## src/rtl/decrypt_ctrl.sv

```systemverilog
// Sequencing controller for an iterated Feistel decryption datapath: loads a ciphertext
// block, applies the round keys in reverse order and hands the plaintext out.
module decrypt_ctrl #(
    parameter  int unsigned DATAW  = 16,
    parameter  int unsigned ROUNDS = 32,
    localparam int unsigned RKAW   = $clog2(ROUNDS)
) (
    input  logic             clk,
    input  logic             reset,
    input  logic             in_valid,
    output logic             in_ready,
    input  logic [DATAW-1:0] in_hi,
    input  logic [DATAW-1:0] in_lo,
    output logic [RKAW-1:0]  rk_addr,
    input  logic [DATAW-1:0] rk_data,
    output logic             dp_dctr,
    output logic [DATAW-1:0] dp_data,
    output logic [DATAW-1:0] dp_C,
    input  logic [DATAW-1:0] dp_data1,
    input  logic [DATAW-1:0] dp_out,
    output logic             out_valid,
    input  logic             out_ready,
    output logic [DATAW-1:0] out_hi,
    output logic [DATAW-1:0] out_lo,
    output logic             busy
);

    typedef enum logic [2:0] {
        StIdle,
        StLoadR,
        StLoadL,
        StRound,
        StCapture,
        StDone
    } state_e;

    localparam logic [RKAW-1:0] LastRnd = RKAW'(ROUNDS - 1);

    state_e            state_q;
    logic [RKAW-1:0]   rnd_q;
    logic [DATAW-1:0]  hi_q;
    logic [DATAW-1:0]  lo_q;

    always_ff @(posedge clk) begin
        if (reset) begin
            state_q <= StIdle;
            rnd_q   <= '0;
            hi_q    <= '0;
            lo_q    <= '0;
            out_hi  <= '0;
            out_lo  <= '0;
        end else begin
            unique case (state_q)
                StIdle: begin
                    if (in_valid) begin
                        hi_q    <= in_hi;
                        lo_q    <= in_lo;
                        state_q <= StLoadR;
                    end
                end
                StLoadR: state_q <= StLoadL;
                StLoadL: begin
                    rnd_q   <= '0;
                    state_q <= StRound;
                end
                StRound: begin
                    rnd_q <= rnd_q + 1'b1;
                    if (rnd_q == LastRnd) state_q <= StCapture;
                end
                // Datapath registers still hold the final round result at this edge.
                StCapture: begin
                    out_hi  <= dp_data1;
                    out_lo  <= dp_out;
                    state_q <= StDone;
                end
                StDone: begin
                    if (out_ready) state_q <= StIdle;
                end
                default: state_q <= StIdle;
            endcase
        end
    end

    // Idle datapath cycles load zero so stale block data never lingers.
    always_comb begin
        dp_dctr = 1'b1;
        dp_data = '0;
        dp_C    = '0;
        rk_addr = '0;
        unique case (state_q)
            StLoadR: dp_data = lo_q;
            StLoadL: dp_data = hi_q;
            StRound: begin
                dp_dctr = 1'b0;
                rk_addr = LastRnd - rnd_q;
                dp_C    = rk_data;
            end
            default: ;
        endcase
    end

    assign in_ready  = (state_q == StIdle);
    assign busy      = (state_q != StIdle);
    assign out_valid = (state_q == StDone);

endmodule
```

## config.mk

```make
export PLATFORM = sky130hd
export DESIGN_NAME = decrypt_ctrl
export DESIGN_NICKNAME = d
export VERILOG_FILES = /design/src/rtl/decrypt_ctrl.sv
export SDC_FILE = /design/constraint.sdc
export NUM_CORES = 1
export LEC_CHECK = 0
export CAP_MARGIN = 20
export CORE_ASPECT_RATIO = 1.2
export CORE_UTILIZATION = 40
export DETAILED_ROUTE_END_ITERATION = 12
export PLACE_DENSITY = 0.81
export SLEW_MARGIN = 25
export SYNTH_ARGS = -nofsm -noshare
export SYNTH_HDL_FRONTEND = slang
export SYNTH_SLANG_ARGS = --single-unit
```

## constraint.sdc

```tcl
create_clock -name clk -period 1.75 [get_ports clk]
set_clock_uncertainty 0.2 [all_clocks]
set_input_delay 0.2625 -clock clk [delete_from_list [all_inputs] [get_ports clk]]
set_output_delay 0.2625 -clock clk [all_outputs]
set_load 0.005 [all_outputs]
```

==> summary.md <==
| Metric | Value |
|---|---|
| Synthesized net count | 482 |
| Startpoint class of the critical path | flip-flop |
| Multiplexer share of the synthesized area | 0.3299% |
| CTS max path bufs | 2 |
| YS warnings | 0 |
| Highest-delay cell along the critical path | dfxtp_4 |
| Die extent in x | 81.51 um |
| Critical path data arrival time | 1.64 ns |
| Final setup violation count | 71 |
| Total iterations of the first detailed-routing run | 5 |
| Most common cell after layout, fill and taps aside | clkdlybuf4s50_1 |
| Die span in y | 97.41 um |
| Die ar. | 0.007939 mm2 |
| CTS tree | yes |
| Tightest Pin Transition | 0.3202 ns |
| Seq/Total Area, Yosys | 47.51% |
| Met2 Use GR | 43.59% |
| Crit path depth | 8 |
| Nets@finish | 672 |
| Syn Inst Count | 396 |
| Post-synthesis cell type count | 32 |
| Crit share post-route | 120.0% |
| Crit path to | dp_data[3] |
| Status | complete, but fails checks |
| DR vias | 3,532 |
| Most frequent cells in the layout | clkdlybuf4s50_1 (114), nand2_1 (100), dfxtp_1 (69) |
| Cell Count, Final, Fillers Out | 680 |
| Register-to-Register Path Depth | 6 |
| Final worst slack | -0.3503 ns |
| CP bufs+invs | 5 |
| Mean Syn Cell Area | 7.662 um2 |
| Max Slew Vio Count | 0 |
| Synth-to-layout area growth | 89.11% |
| HPWL after DPL | 6.050 mm |
| R2r startpoint | state_q[0] |
| Relative slew slack | 78.65% |
| Synth Area in Adders | 0.8247% |
| DRC viols | 0 |
| Violated checks | setup timing |
| Dpl cell area | 0.004738 mm2 |
| Simple-Gate Fraction of Synth Area | 28.29% |
| Post-CTS Hold Buffers | 0 |
| Power consumption | 0.005080 W |
| Grt ovf | 0 |
| Core area | 0.007317 mm2 |
| R2R setup slack | -0.20 ns |
| Critical Path Fanout Max | 4 |
| Diode count | 0 |
| Worst-path clk slew | 0.07 ns |
| 1st-iter DRT viols | 136 |
| Number of global-route vias before repair | 3,344 |
| Placed cell count | 628 |
| Largest net degree at the start of global routing | 46 |
| Cell Chain, Critical Path | nor2b_4, buf_12, buf_6, buf_6, buf_6, a22oi_2, nor2_1, buf_2 |
| Mapped Area | 0.003034 mm2 |
| Largest family of logic cells by synthesized area | simple AND/OR/NAND/NOR gates |
| # rows | 34 |
| Worst VDD drop | 0.6188 mV |
| IO buf count | 156 |
| Routed WL per cell | 17.08 um |
| Minimum clock period | 2.100 ns |
| Share of cells above drive strength 1 | 34.41% |
| GR Util met3 | 7.793% |
| Worst flop-to-flop path endpoint | hi_q[12] |
| First-pass GRT wire length | 15.89 mm |
| Seq cells post-synth | 72 |
| Total GRT Usage | 25.88% |
| Worst EP required | 1.29 ns |
| LEAKAGE | 2.321 nW |
| ANT nets after route | 0 |
| Grt peak-use layer | met2 |
| Hold Path Stages | 2 |
| Delay-heaviest family, CP | buffers and inverters |
| Total Wirelength | 11.61 mm |
| Slowest stage delay, CP | 0.36 ns |
| Clock sink count | 72 |
| Most common cell on crit path | buf_6 |
| Complex-gate fraction of the synthesized area | 16.25% |
| DR vias/cell | 5.194 |
| Unrepaired setup endpoints after global routing | yes |
| H-tree levels | 3 |
| Cell area after layout | 0.005738 mm2 |
| Initial antenna violation count | 0 |
| Root Buffer | clkbuf_8 |
| Sum Neg Setup Slack | -11.06 ns |
| Inserted Clock Buffers | 9 |
| Synth Area in XOR/XNOR | 0% |
| Worst Hold Class | in2reg |
| Global placement routability congestion | 0.8272 |
| Final hold vios | 0 |
| Max Cap Viol | 0 |
| Critical path type | reg2out |
| IO Pins | 157 |
| Fmax achieved | 476.1 MHz |
| Pre-CTS setup slack | -0.2104 ns |
| Crit path from | state_q[0] |
| Met1 Track Usage GR | 29.23% |
| Insertion delay to the later sink of the worst-skew pair | 0.34 ns |
| Initial Util | 41.47% |
| Cell Pwr Density | 885.3 mW/mm2 |
| CP Capture Type | output pin |
power breakdown:
group          switching, W  internal, W  leakage (nW)
Combinational      0.000788     0.000980          1.63
Sequential         0.000129      0.00178         0.588
Clock              0.000608     0.000792         0.103
what timing repair did:
action                                  in CTS  in global routing
buffers inserted                            24                 11
pin swaps                                   20                 44
gates resized for setup                    226                116
gates cloned                                 5                  4
endpoints found under the setup margin      41                 74
worst min path at each step:
stage / startpoint / endpoint / slack, ns
floorplan: in_hi[0] / hi_q[0] / 0.20
global placement: out_hi[6] / out_hi[6] / 0.24
detailed placement: out_lo[6] / out_lo[6] / 0.25
CTS: reset / out_hi[0] / 0.09
global route: reset / out_hi[5] / 0.1
finish: reset / out_hi[5] / 0.1
final cells by class:
| cell class | count | area, um2 |
|---|---|---|
| clock buffer | 11 | 131.4 |
| clock inverter | 4 | 70.07 |
| fill | 475 | 1579 |
| inverter | 4 | 22.52 |
| multi-input combinational | 287 | 1799 |
| sequential | 72 | 1450 |
| tap | 90 | 112.6 |
| timing repair buffer | 212 | 2152 |
per-layer routing:
layer  part of all wire [%]  wire length, um
met5                      0                0
met1                     36             4203
met2                     51             5949
met3                    8.8             1027
met4                    3.7              431
state kept, by name (all words and copies together), names as in the netlist:
| name | flops |
|---|---|
| hi_q | 16 |
| lo_q | 16 |
| out_hi | 16 |
| out_lo | 16 |
| rnd_q | 5 |
| state_q | 3 |
per-stage QoR:
stage / hold slack [ns] / utilization, %
after floorplan: 0.1985 / -
after global placement: 0.2404 / 64.76
after detailed placement: 0.2471 / 64.76
after CTS: 0.09201 / 71.12
after global routing: 0.09588 / 78.42
final: 0.09533 / 78.42
cells in the mapped netlist:
cell type / n / share of area (%)
nand2_1: 133 / 16
a31oi_1: 1 / 0.21
and4_1: 1 / 0.29
o21ai_0: 2 / 0.33
and2_1: 17 / 3.5
inv_1: 3 / 0.37
nor4b_1: 1 / 0.29
and3_1: 1 / 0.21
o31a_1: 1 / 0.29
nor3b_2: 1 / 0.41
clkbuf_1: 12 / 1.5
a22oi_1: 16 / 4.0
nor2b_1: 4 / 0.82
nor2_1: 24 / 3.0
buf_6: 5 / 1.9
or4b_1: 1 / 0.33
and3b_1: 1 / 0.29
ha_1: 2 / 0.82
nor4b_4: 1 / 0.78
or3b_1: 1 / 0.29
a21boi_0: 1 / 0.25
dfxtp_1: 72 / 48
inv_4: 1 / 0.21
mux2i_1: 1 / 0.33
nand3b_1: 1 / 0.25
nand2b_1: 1 / 0.21
or3_1: 1 / 0.21
nor3_1: 1 / 0.16
buf_2: 13 / 2.1
nand3_1: 5 / 0.82
a21oi_1: 68 / 11
buf_4: 3 / 0.74
worst reg2reg max path, stage by stage, from the launching register on:
cell and delay, ns:
dfxtp_4 0.36, buf_4 0.14, buf_8 0.12, or4b_4 0.63, clkbuf_16 0.23, nand2_4 0.08, a21oi_1 0.08
kinds of logic (layout without fill, tap and decap cells):
| logic type | after synthesis | after routing |
|---|---|---|
| and+or+nand+nor | 195 | 195 |
| DFF | 72 | 72 |
| buffers and inverters | 37 | 231 |
| muxes | 1 | 1 |
| adders and majority gates | 2 | 2 |
| AOI/OAI and AO/OA | 89 | 89 |
(Power assumes the default switching activity.)
